File: config.mk
export PLATFORM = sky130hd
export DESIGN_NAME = decode_stage
export DESIGN_NICKNAME = d
export VERILOG_FILES = /design/src/rtl/decode_stage.sv
export SDC_FILE = /design/constraint.sdc
export NUM_CORES = 1
export LEC_CHECK = 0
export BUFFER_PORTS_ARGS = -buffer_cell sky130_fd_sc_hd__buf_2
export CORE_AREA = 2 2 172 174
export DETAILED_ROUTE_END_ITERATION = 12
export DIE_AREA = 0 0 174 176
export PLACE_DENSITY = 0.56
export SETUP_SLACK_MARGIN = 0.05
export SLEW_MARGIN = 15
export SYNTH_ARGS = -nofsm -noshare
export SYNTH_HDL_FRONTEND = slang
export SYNTH_SLANG_ARGS = --single-unit
File: constraint.sdc
create_clock -name clk -period 5.5 [get_ports clk]
set_input_delay 0.825 -clock clk [delete_from_list [all_inputs] [get_ports clk]]
set_output_delay 0.825 -clock clk [all_outputs]
set_load 0.03 [all_outputs]
File: src/rtl/decode_stage.sv
// Decode stage of a five-stage in-order pipeline: decodes the instruction held in the
// IF/ID register, resolves branches and detects RAW hazards. Define DECODE_FORWARD_EN to
// forward EX/MEM/WB results instead of stalling on every in-flight producer.
module decode_stage (
    input  logic         clk,
    input  logic         reset,
    input  logic         if_valid,
    input  logic [31:0]  if_inst,
    input  logic [31:0]  if_pc,
    output logic         id_allow_in,
    output logic         br_taken,
    output logic         br_taken_cancel,
    output logic [31:0]  br_target,
    output logic [4:0]   rf_raddr1,
    output logic [4:0]   rf_raddr2,
    input  logic [31:0]  rf_rdata1,
    input  logic [31:0]  rf_rdata2,
    input  logic         ex_allow_in,
    output logic         id_to_ex_valid,
    output logic [147:0] id_to_ex_bus,
    input  logic [39:0]  ex_fwd_bus,
    input  logic [38:0]  mem_fwd_bus,
    input  logic [38:0]  wb_fwd_bus
);

    function automatic logic hit(input logic v, input logic we, input logic [4:0] d,
                                 input logic [4:0] s);
        return v && we && (d == s) && (s != 5'd0);
    endfunction

    logic        id_valid_q, id_valid_d;
    logic [31:0] inst_q, inst_d;
    logic [31:0] pc_q, pc_d;
    logic        ready_go, taken;
    logic [31:0] val1, val2, src2;

    logic [4:0] rd, rj, rk;
    assign rd = inst_q[4:0];
    assign rj = inst_q[9:5];
    assign rk = inst_q[14:10];

    logic is_add, is_sub, is_slt, is_sltu, is_and, is_or, is_xor, is_nor;
    logic is_slli, is_srli, is_srai, is_addi, is_lu12i, is_ld, is_st;
    logic is_jirl, is_b, is_bl, is_beq, is_bne, is_3r, is_shift;
    assign is_add   = inst_q[31:15] == 17'b00000000000100000;
    assign is_sub   = inst_q[31:15] == 17'b00000000000100010;
    assign is_slt   = inst_q[31:15] == 17'b00000000000100100;
    assign is_sltu  = inst_q[31:15] == 17'b00000000000100101;
    assign is_nor   = inst_q[31:15] == 17'b00000000000101000;
    assign is_and   = inst_q[31:15] == 17'b00000000000101001;
    assign is_or    = inst_q[31:15] == 17'b00000000000101010;
    assign is_xor   = inst_q[31:15] == 17'b00000000000101011;
    assign is_slli  = inst_q[31:15] == 17'b00000000010000001;
    assign is_srli  = inst_q[31:15] == 17'b00000000010001001;
    assign is_srai  = inst_q[31:15] == 17'b00000000010010001;
    assign is_addi  = inst_q[31:22] == 10'b0000001010;
    assign is_ld    = inst_q[31:22] == 10'b0010100010;
    assign is_st    = inst_q[31:22] == 10'b0010100110;
    assign is_lu12i = inst_q[31:25] == 7'b0001010;
    assign is_jirl  = inst_q[31:26] == 6'b010011;
    assign is_b     = inst_q[31:26] == 6'b010100;
    assign is_bl    = inst_q[31:26] == 6'b010101;
    assign is_beq   = inst_q[31:26] == 6'b010110;
    assign is_bne   = inst_q[31:26] == 6'b010111;
    assign is_3r    = is_add | is_sub | is_slt | is_sltu | is_and | is_or | is_xor | is_nor;
    assign is_shift = is_slli | is_srli | is_srai;

    // Stores and compare-branches read rd through the second port
    logic use_rj, use_r2, r2_is_rd;
    assign r2_is_rd  = is_st | is_beq | is_bne;
    assign use_rj    = is_3r | is_shift | is_addi | is_ld | is_st | is_jirl | is_beq | is_bne;
    assign use_r2    = is_3r | r2_is_rd;
    assign rf_raddr1 = rj;
    assign rf_raddr2 = r2_is_rd ? rd : rk;

    logic ex_hit1, ex_hit2, mem_hit1, mem_hit2, wb_hit1, wb_hit2;
    assign ex_hit1  = hit(ex_fwd_bus[39], ex_fwd_bus[38], ex_fwd_bus[36:32], rf_raddr1);
    assign ex_hit2  = hit(ex_fwd_bus[39], ex_fwd_bus[38], ex_fwd_bus[36:32], rf_raddr2);
    assign mem_hit1 = hit(mem_fwd_bus[38], mem_fwd_bus[37], mem_fwd_bus[36:32], rf_raddr1);
    assign mem_hit2 = hit(mem_fwd_bus[38], mem_fwd_bus[37], mem_fwd_bus[36:32], rf_raddr2);
    assign wb_hit1  = hit(wb_fwd_bus[38], wb_fwd_bus[37], wb_fwd_bus[36:32], rf_raddr1);
    assign wb_hit2  = hit(wb_fwd_bus[38], wb_fwd_bus[37], wb_fwd_bus[36:32], rf_raddr2);

`ifndef DECODE_FORWARD_EN
    logic unused_fwd;
    assign unused_fwd = ^{ex_fwd_bus[37], ex_fwd_bus[31:0], mem_fwd_bus[31:0], wb_fwd_bus[31:0]};
`endif

    // Operand selection and issue readiness; youngest producer wins
    always_comb begin
        val1     = rf_rdata1;
        val2     = rf_rdata2;
        ready_go = 1'b1;
`ifdef DECODE_FORWARD_EN
        if (ex_hit1)       val1 = ex_fwd_bus[31:0];
        else if (mem_hit1) val1 = mem_fwd_bus[31:0];
        else if (wb_hit1)  val1 = wb_fwd_bus[31:0];
        else               val1 = rf_rdata1;
        if (ex_hit2)       val2 = ex_fwd_bus[31:0];
        else if (mem_hit2) val2 = mem_fwd_bus[31:0];
        else if (wb_hit2)  val2 = wb_fwd_bus[31:0];
        else               val2 = rf_rdata2;
        ready_go = !(ex_fwd_bus[37] && ((use_rj && ex_hit1) || (use_r2 && ex_hit2)));
`else
        ready_go = !((use_rj && (ex_hit1 || mem_hit1 || wb_hit1)) ||
                     (use_r2 && (ex_hit2 || mem_hit2 || wb_hit2)));
`endif
    end

    // Second ALU operand: immediates take precedence over the register value
    always_comb begin
        src2 = val2;
        if (is_addi | is_ld | is_st)  src2 = {{20{inst_q[21]}}, inst_q[21:10]};
        else if (is_shift)            src2 = {27'd0, inst_q[14:10]};
        else if (is_lu12i)            src2 = {inst_q[24:5], 12'd0};
        else if (is_bl | is_jirl)     src2 = 32'd4;
        else                          src2 = val2;
    end

    logic [31:0] off16, off26;
    assign off16 = {{14{inst_q[25]}}, inst_q[25:10], 2'b00};
    assign off26 = {{4{inst_q[9]}}, inst_q[9:0], inst_q[25:10], 2'b00};

    // Branch resolution
    always_comb begin
        taken     = is_b | is_bl | is_jirl | (is_beq & (val1 == val2)) | (is_bne & (val1 != val2));
        br_target = pc_q + off16;
        if (is_b | is_bl)  br_target = pc_q + off26;
        else if (is_jirl)  br_target = val1 + off16;
        else               br_target = pc_q + off16;
    end

    logic [11:0] alu_op;
    logic [4:0]  dest;
    logic        gr_we;
    assign alu_op = {is_lu12i, is_srai, is_srli, is_slli, is_xor, is_or, is_nor, is_and,
                     is_sltu, is_slt, is_sub,
                     is_add | is_addi | is_ld | is_st | is_jirl | is_bl};
    assign dest   = is_bl ? 5'd1 : rd;
    assign gr_we  = (is_3r | is_shift | is_addi | is_lu12i | is_ld | is_jirl | is_bl) &&
                    (dest != 5'd0);

    assign id_allow_in     = !id_valid_q || (ready_go && ex_allow_in);
    assign id_to_ex_valid  = id_valid_q && ready_go;
    assign br_taken        = id_valid_q && ready_go && taken;
    assign br_taken_cancel = br_taken;
    assign id_to_ex_bus    = {alu_op, (is_jirl | is_bl) ? pc_q : val1, src2, dest, gr_we,
                              is_st, is_ld, val2, pc_q};

    // IF/ID register next state; a wrong-path fetch is dropped while redirecting
    always_comb begin
        id_valid_d = id_valid_q;
        inst_d     = inst_q;
        pc_d       = pc_q;
        if (id_allow_in) begin
            id_valid_d = if_valid && !br_taken;
            inst_d     = if_inst;
            pc_d       = if_pc;
        end else begin
            id_valid_d = id_valid_q;
        end
    end

    // IF/ID register
    always_ff @(posedge clk) begin
        if (reset) begin
            id_valid_q <= 1'b0;
            inst_q     <= 32'd0;
            pc_q       <= 32'd0;
        end else begin
            id_valid_q <= id_valid_d;
            inst_q     <= inst_d;
            pc_q       <= pc_d;
        end
    end

endmodule

* After elaboration in Yosys (flattened, before gate mapping) *
Index checks and enable logic that the tools add are counted.

word-level totals
  register bits = 65
  input port bits = 250

cells by class
  multiplexer cells = 9
  bitwise logic cells = 37
  add/subtract/negate cells = 3
  equal/unequal tests = 28
  reduce and logical (&&, ||, !) cells = 34

operators with widths
  kind                                            count
  two-way mux 32 bit                              7
  == test 17 x 6 -> 1 bit, second input constant  8
  adder 32 bit                                    3
  == test 17 x 8 -> 1 bit, second input constant  3
  OR 1 bit                                        35
  == test 32 bit                                  1
  != test 32 bit                                  1
  == test 5 bit                                   6
  == test 6 x 5 -> 1 bit, second input constant   5
  logical AND 1 bit                               22
  == test 10 x 8 -> 1 bit, second input constant  2
  nonzero test 5 bit                              3
  == test 10 x 4 -> 1 bit, second input constant  1
  two-way mux 5 bit                               2
  == test 7 x 4 -> 1 bit, second input constant   1
  logical OR 1 bit                                6
  zero test 1 bit                                 3
  bitwise AND 1 bit                               2

* Logic depth before layout (Yosys ltp) *
  word-level depth = 22
  mapped depth = 15
  depth with buffers taken out = 14

* Least setup slack after synthesis *
No wires, ideal clock.

  kind = flip-flop to output port
  start point = reg inst_q[27]
  end point = out br_target[30]
  slack = 0.525 ns
  stages on the path, launching flop included = 16
  arrival time = 4.150 ns
  buffers on the path = 1
  required time = 4.675 ns
  cell sequence = dfxtp_1 nor2b_1 nand4b_1 clkbuf_1 mux2_2 ha_1 fa_1 a211oi_1 o21a_1 a21oi_1 nor3_1 o31a_1 o31ai_1 a31oi_1 mux2i_1 nor3_1

on the way
  cells in the longest elaborated chain, start to end = 3
  elaborated cells on any way between the ends = 6
  those cells by class = eq/ne (3); mux (2); bitwise (1)

ends and longest elaborated chain
  item                                                   line        RTL
  from (decl)                                            32          logic [31:0] inst_q, inst_d;
  from (signal assigned)                                 172         inst_q <= inst_d;
  == test 6 x 5 -> 1 bit, on equally long branches       60, 61, 62
  two-way mux 32 bit / OR 1 bit (equally long branches)  129, 128
  two-way mux 32 bit (*)                                 128         if (is_b | is_bl) br_target = pc_q + off26;
  to (decl)                                              13          output logic [31:0] br_target,

Mark *: on every way between the ends. The rest lies on a longest branch, timed or not.

* Worst setup path in the final report *
Same ends and word-level chain as after synthesis.

==> impl_metrics.env <==
export IMPL_fin_crit_sh_pct=92.8
export IMPL_rows=62
export IMPL_fin_nets=1740
export IMPL_wl_per_cell_um=22.2
export IMPL_yosysSeqAreaShare_pct=15.5
export IMPL_whs_ns=0.540
export IMPL_synthCells=1160
export IMPL_synth_edf_count=0
export IMPL_die_w_um=174
export IMPL_tns_ns=0
export IMPL_rsz0062_at_grt="false"
export IMPL_htreeDepth=3
export IMPL_maxCapViolations=0
export IMPL_root_buffer="clkbuf_16"
export IMPL_grt_pass1_vias=9210
export IMPL_dieArea_um2=30600
export IMPL_clock_path_buffers=2
export IMPL_cp_slowest_stage_delay_ns=0.50
export IMPL_timing_slew_headroom_pct=27.3
export IMPL_grt_first_pass_wirelength_mm=57.9
export IMPL_dp_hpwl_mm=32.1
export IMPL_routed_wl_mm=40.4
export IMPL_drt_iter0_markers=595
export IMPL_cp_top_family="simple AND/OR/NAND/NOR gates"
export IMPL_synth_main_ff_cell="dfxtp_1"
export IMPL_cpMaxStageDelayCell="or3b_2"
export IMPL_overflow=0
export IMPL_drv_slew=0
export IMPL_antenna_left=0
export IMPL_portBuffers=346
export IMPL_vias=9673
export IMPL_syn_num_nets=1470
export IMPL_worstSkewPairLatency_ns=0.34
export IMPL_synthTopCellsByArea="dfxtp_1 15%, ha_1 8.6%, mux2i_1 8.2%"
export IMPL_synth_top_area_share_pct=15.5
export IMPL_end_kind="output port"
export IMPL_synth_area_um2=8400
export IMPL_crit_path_start_kind="flip-flop"
export IMPL_crit_type="flip-flop to output port"
export IMPL_yosys_warnings=0
export IMPL_p_per_area_nw_per_um2=211
export IMPL_antenna_found_initial=1
export IMPL_clk_pin_slew_ns=0.06
export IMPL_cts_num_sinks=65
export IMPL_grtUsageTotal_pct=25.4
export IMPL_hold_buffers=0
export IMPL_finalSetupViolCount=0
export IMPL_cts_setup_buffers=0
export IMPL_cts_buffers_inserted=9
export IMPL_status="finished, final reports clean"
export IMPL_place_gp_congestion=0.918
export IMPL_syn_to_final_growth_pct=25.7
export IMPL_async_flop_share_pct=0
export IMPL_synth_ff_latch_count=65
export IMPL_cp_num_buf_inv=2
export IMPL_drt_first_pass_iters=5
export IMPL_synthDistinctLibCells=66
export IMPL_drc=0
export IMPL_tightest_slew_ns=1.09
export IMPL_tritoncts="done"
export IMPL_core_area_um2=28500
export IMPL_yosysMostFrequentCell="nand2_1"
export IMPL_cts_resized=0
export IMPL_yosys_area_top_type="dfxtp_1"
export IMPL_fmax_mhz=196
export IMPL_post_drt_via_cell_ratio=5.31
export IMPL_p_total_w=0.00223
export IMPL_start_util_pct=29.4
export IMPL_leakage_nw=5.66
export IMPL_min_period_ns=5.11
export IMPL_grt_start_max_net_pins=67
export IMPL_syn_avg_cell_area_um2=7.24
export IMPL_path_cells="nor2b_1, nand4b_1, buf_4, mux2_2, ha_1, a21o_1, a21oi_1, or3b_2, nor3_4, o31a_1, o31ai_2, a31oi_1, mux2i_1, nor3_1, buf_2"
export IMPL_cp_data_required_time_ns=4.68
export IMPL_vdd_ir_drop_max_mv=0.168
export IMPL_hold_path_class="flip-flop to flip-flop"
export IMPL_timing_hold_violations_final=0
export IMPL_worstPathArrival_ns=4.28
export IMPL_io_pins=444
export IMPL_yosys_top_cells_count="157 x nand2_1, 112 x nor2_1, 91 x a21oi_1"
export IMPL_critPathMaxFanout=7
export IMPL_skew_ns=0.0128
export IMPL_die_height_um=176
export IMPL_drive_gt1_share_pct=30.9
routing by layer:
layer / GRT usage [%] / up-vias / wire length (um)
li1: - / 4618 / -
met1: 31.9 / 4575 / 17400
met2: 44.0 / 419 / 19100
met3: 4.31 / 61 / 2650
met4: 8.93 / 0 / 1240
met5: 0 / - / 0
power by group:
group          total (W)  switching [W]  internal (W)  leakage (nW)
Sequential      0.000570      0.0000693      0.000501         0.542
Combinational   0.000941       0.000614      0.000328          4.95
Clock           0.000717       0.000259      0.000458         0.169
flip-flops by register name, summed over array words and instances, names as in the netlist:
name,cells
id_valid_q,1
pc_q,32
inst_q,32
per-stage QoR:
| step | setup slack [ns] | instance area (um2) | std cells | utilization [%] |
|---|---|---|---|---|
| global placement | 0.503 | 10200 | 1803 | 35.6 |
| floorplan | 0.525 | 8400 | 1160 | - |
| detailed placement | 0.471 | 10200 | 1803 | 35.6 |
| CTS | 0.0907 | 10500 | 1819 | 36.8 |
| global route | 0.0925 | 10600 | 1819 | 37.0 |
| finish | 0.394 | 10600 | 1820 | 37.0 |
cells by family after synthesis:
family	share of synthesized area (%)
buffers and inverters	8.96
AO/OA/AOI/OAI	18.8
multiplexers	12.8
adder cells (fa/ha/maj)	9.11
flip-flops	15.5
AND/OR/NAND/NOR	24.4
XOR/XNOR	10.4
placed cells by master, fill, tap and decap left out, drive strengths merged, types with 7 or more instances in the layout:
cell type / instances
mux2i: 70
and2: 8
nand3: 27
o21bai: 10
and3: 31
inv: 29
a21boi: 8
clkbuf: 10
a21o: 12
buf: 367
nand2: 157
ha: 58
or3: 9
o31ai: 7
a211oi: 12
a31oi: 11
nand4: 11
xnor2: 33
nor2: 112
o211ai: 10
nand2b: 12
mux2: 33
nor2b: 8
dfxtp: 65
xor2: 67
nor4: 20
o21ai: 70
nor3: 21
a21oi: 91
worst register-to-register path: cells and delay by family (launching register included):
kind                   cells  cell delay [ns]
AO/OA/AOI/OAI              5             0.98
flip-flops                 1             1.03
multiplexers               1             0.40
buffers and inverters      2             0.61
AND/OR/NAND/NOR            3             0.94
worst paths after layout:
kind | start | endpoint | slack [ns] | cells past startpoint
worst min register to register | inst_q[30]$_SDFFE_PP0P_ | inst_q[30]$_SDFFE_PP0P_ | 0.54 | 2
worst min-delay path | inst_q[30]$_SDFFE_PP0P_ | inst_q[30]$_SDFFE_PP0P_ | 0.54 | 2
worst max-delay path | inst_q[27]$_SDFFE_PP0P_ | br_target[30] | 0.39 | 15
worst max register to register | inst_q[25]$_SDFFE_PP0P_ | pc_q[15]$_SDFFE_PP0P_ | 1.40 | 11
final cells by class:
cell class                      count  area (um2)
Timing Repair Buffer              367        1910
Tap cell                          384         480
Fill cell                        3152       18000
Antenna cell                        1        2.50
Clock inverter                      6         115
Inverter                           29         109
Sequential cell                    65        1300
Multi-Input combinational cell    958        6410
Clock buffer                       10         239
(Power assumes the default switching activity.)
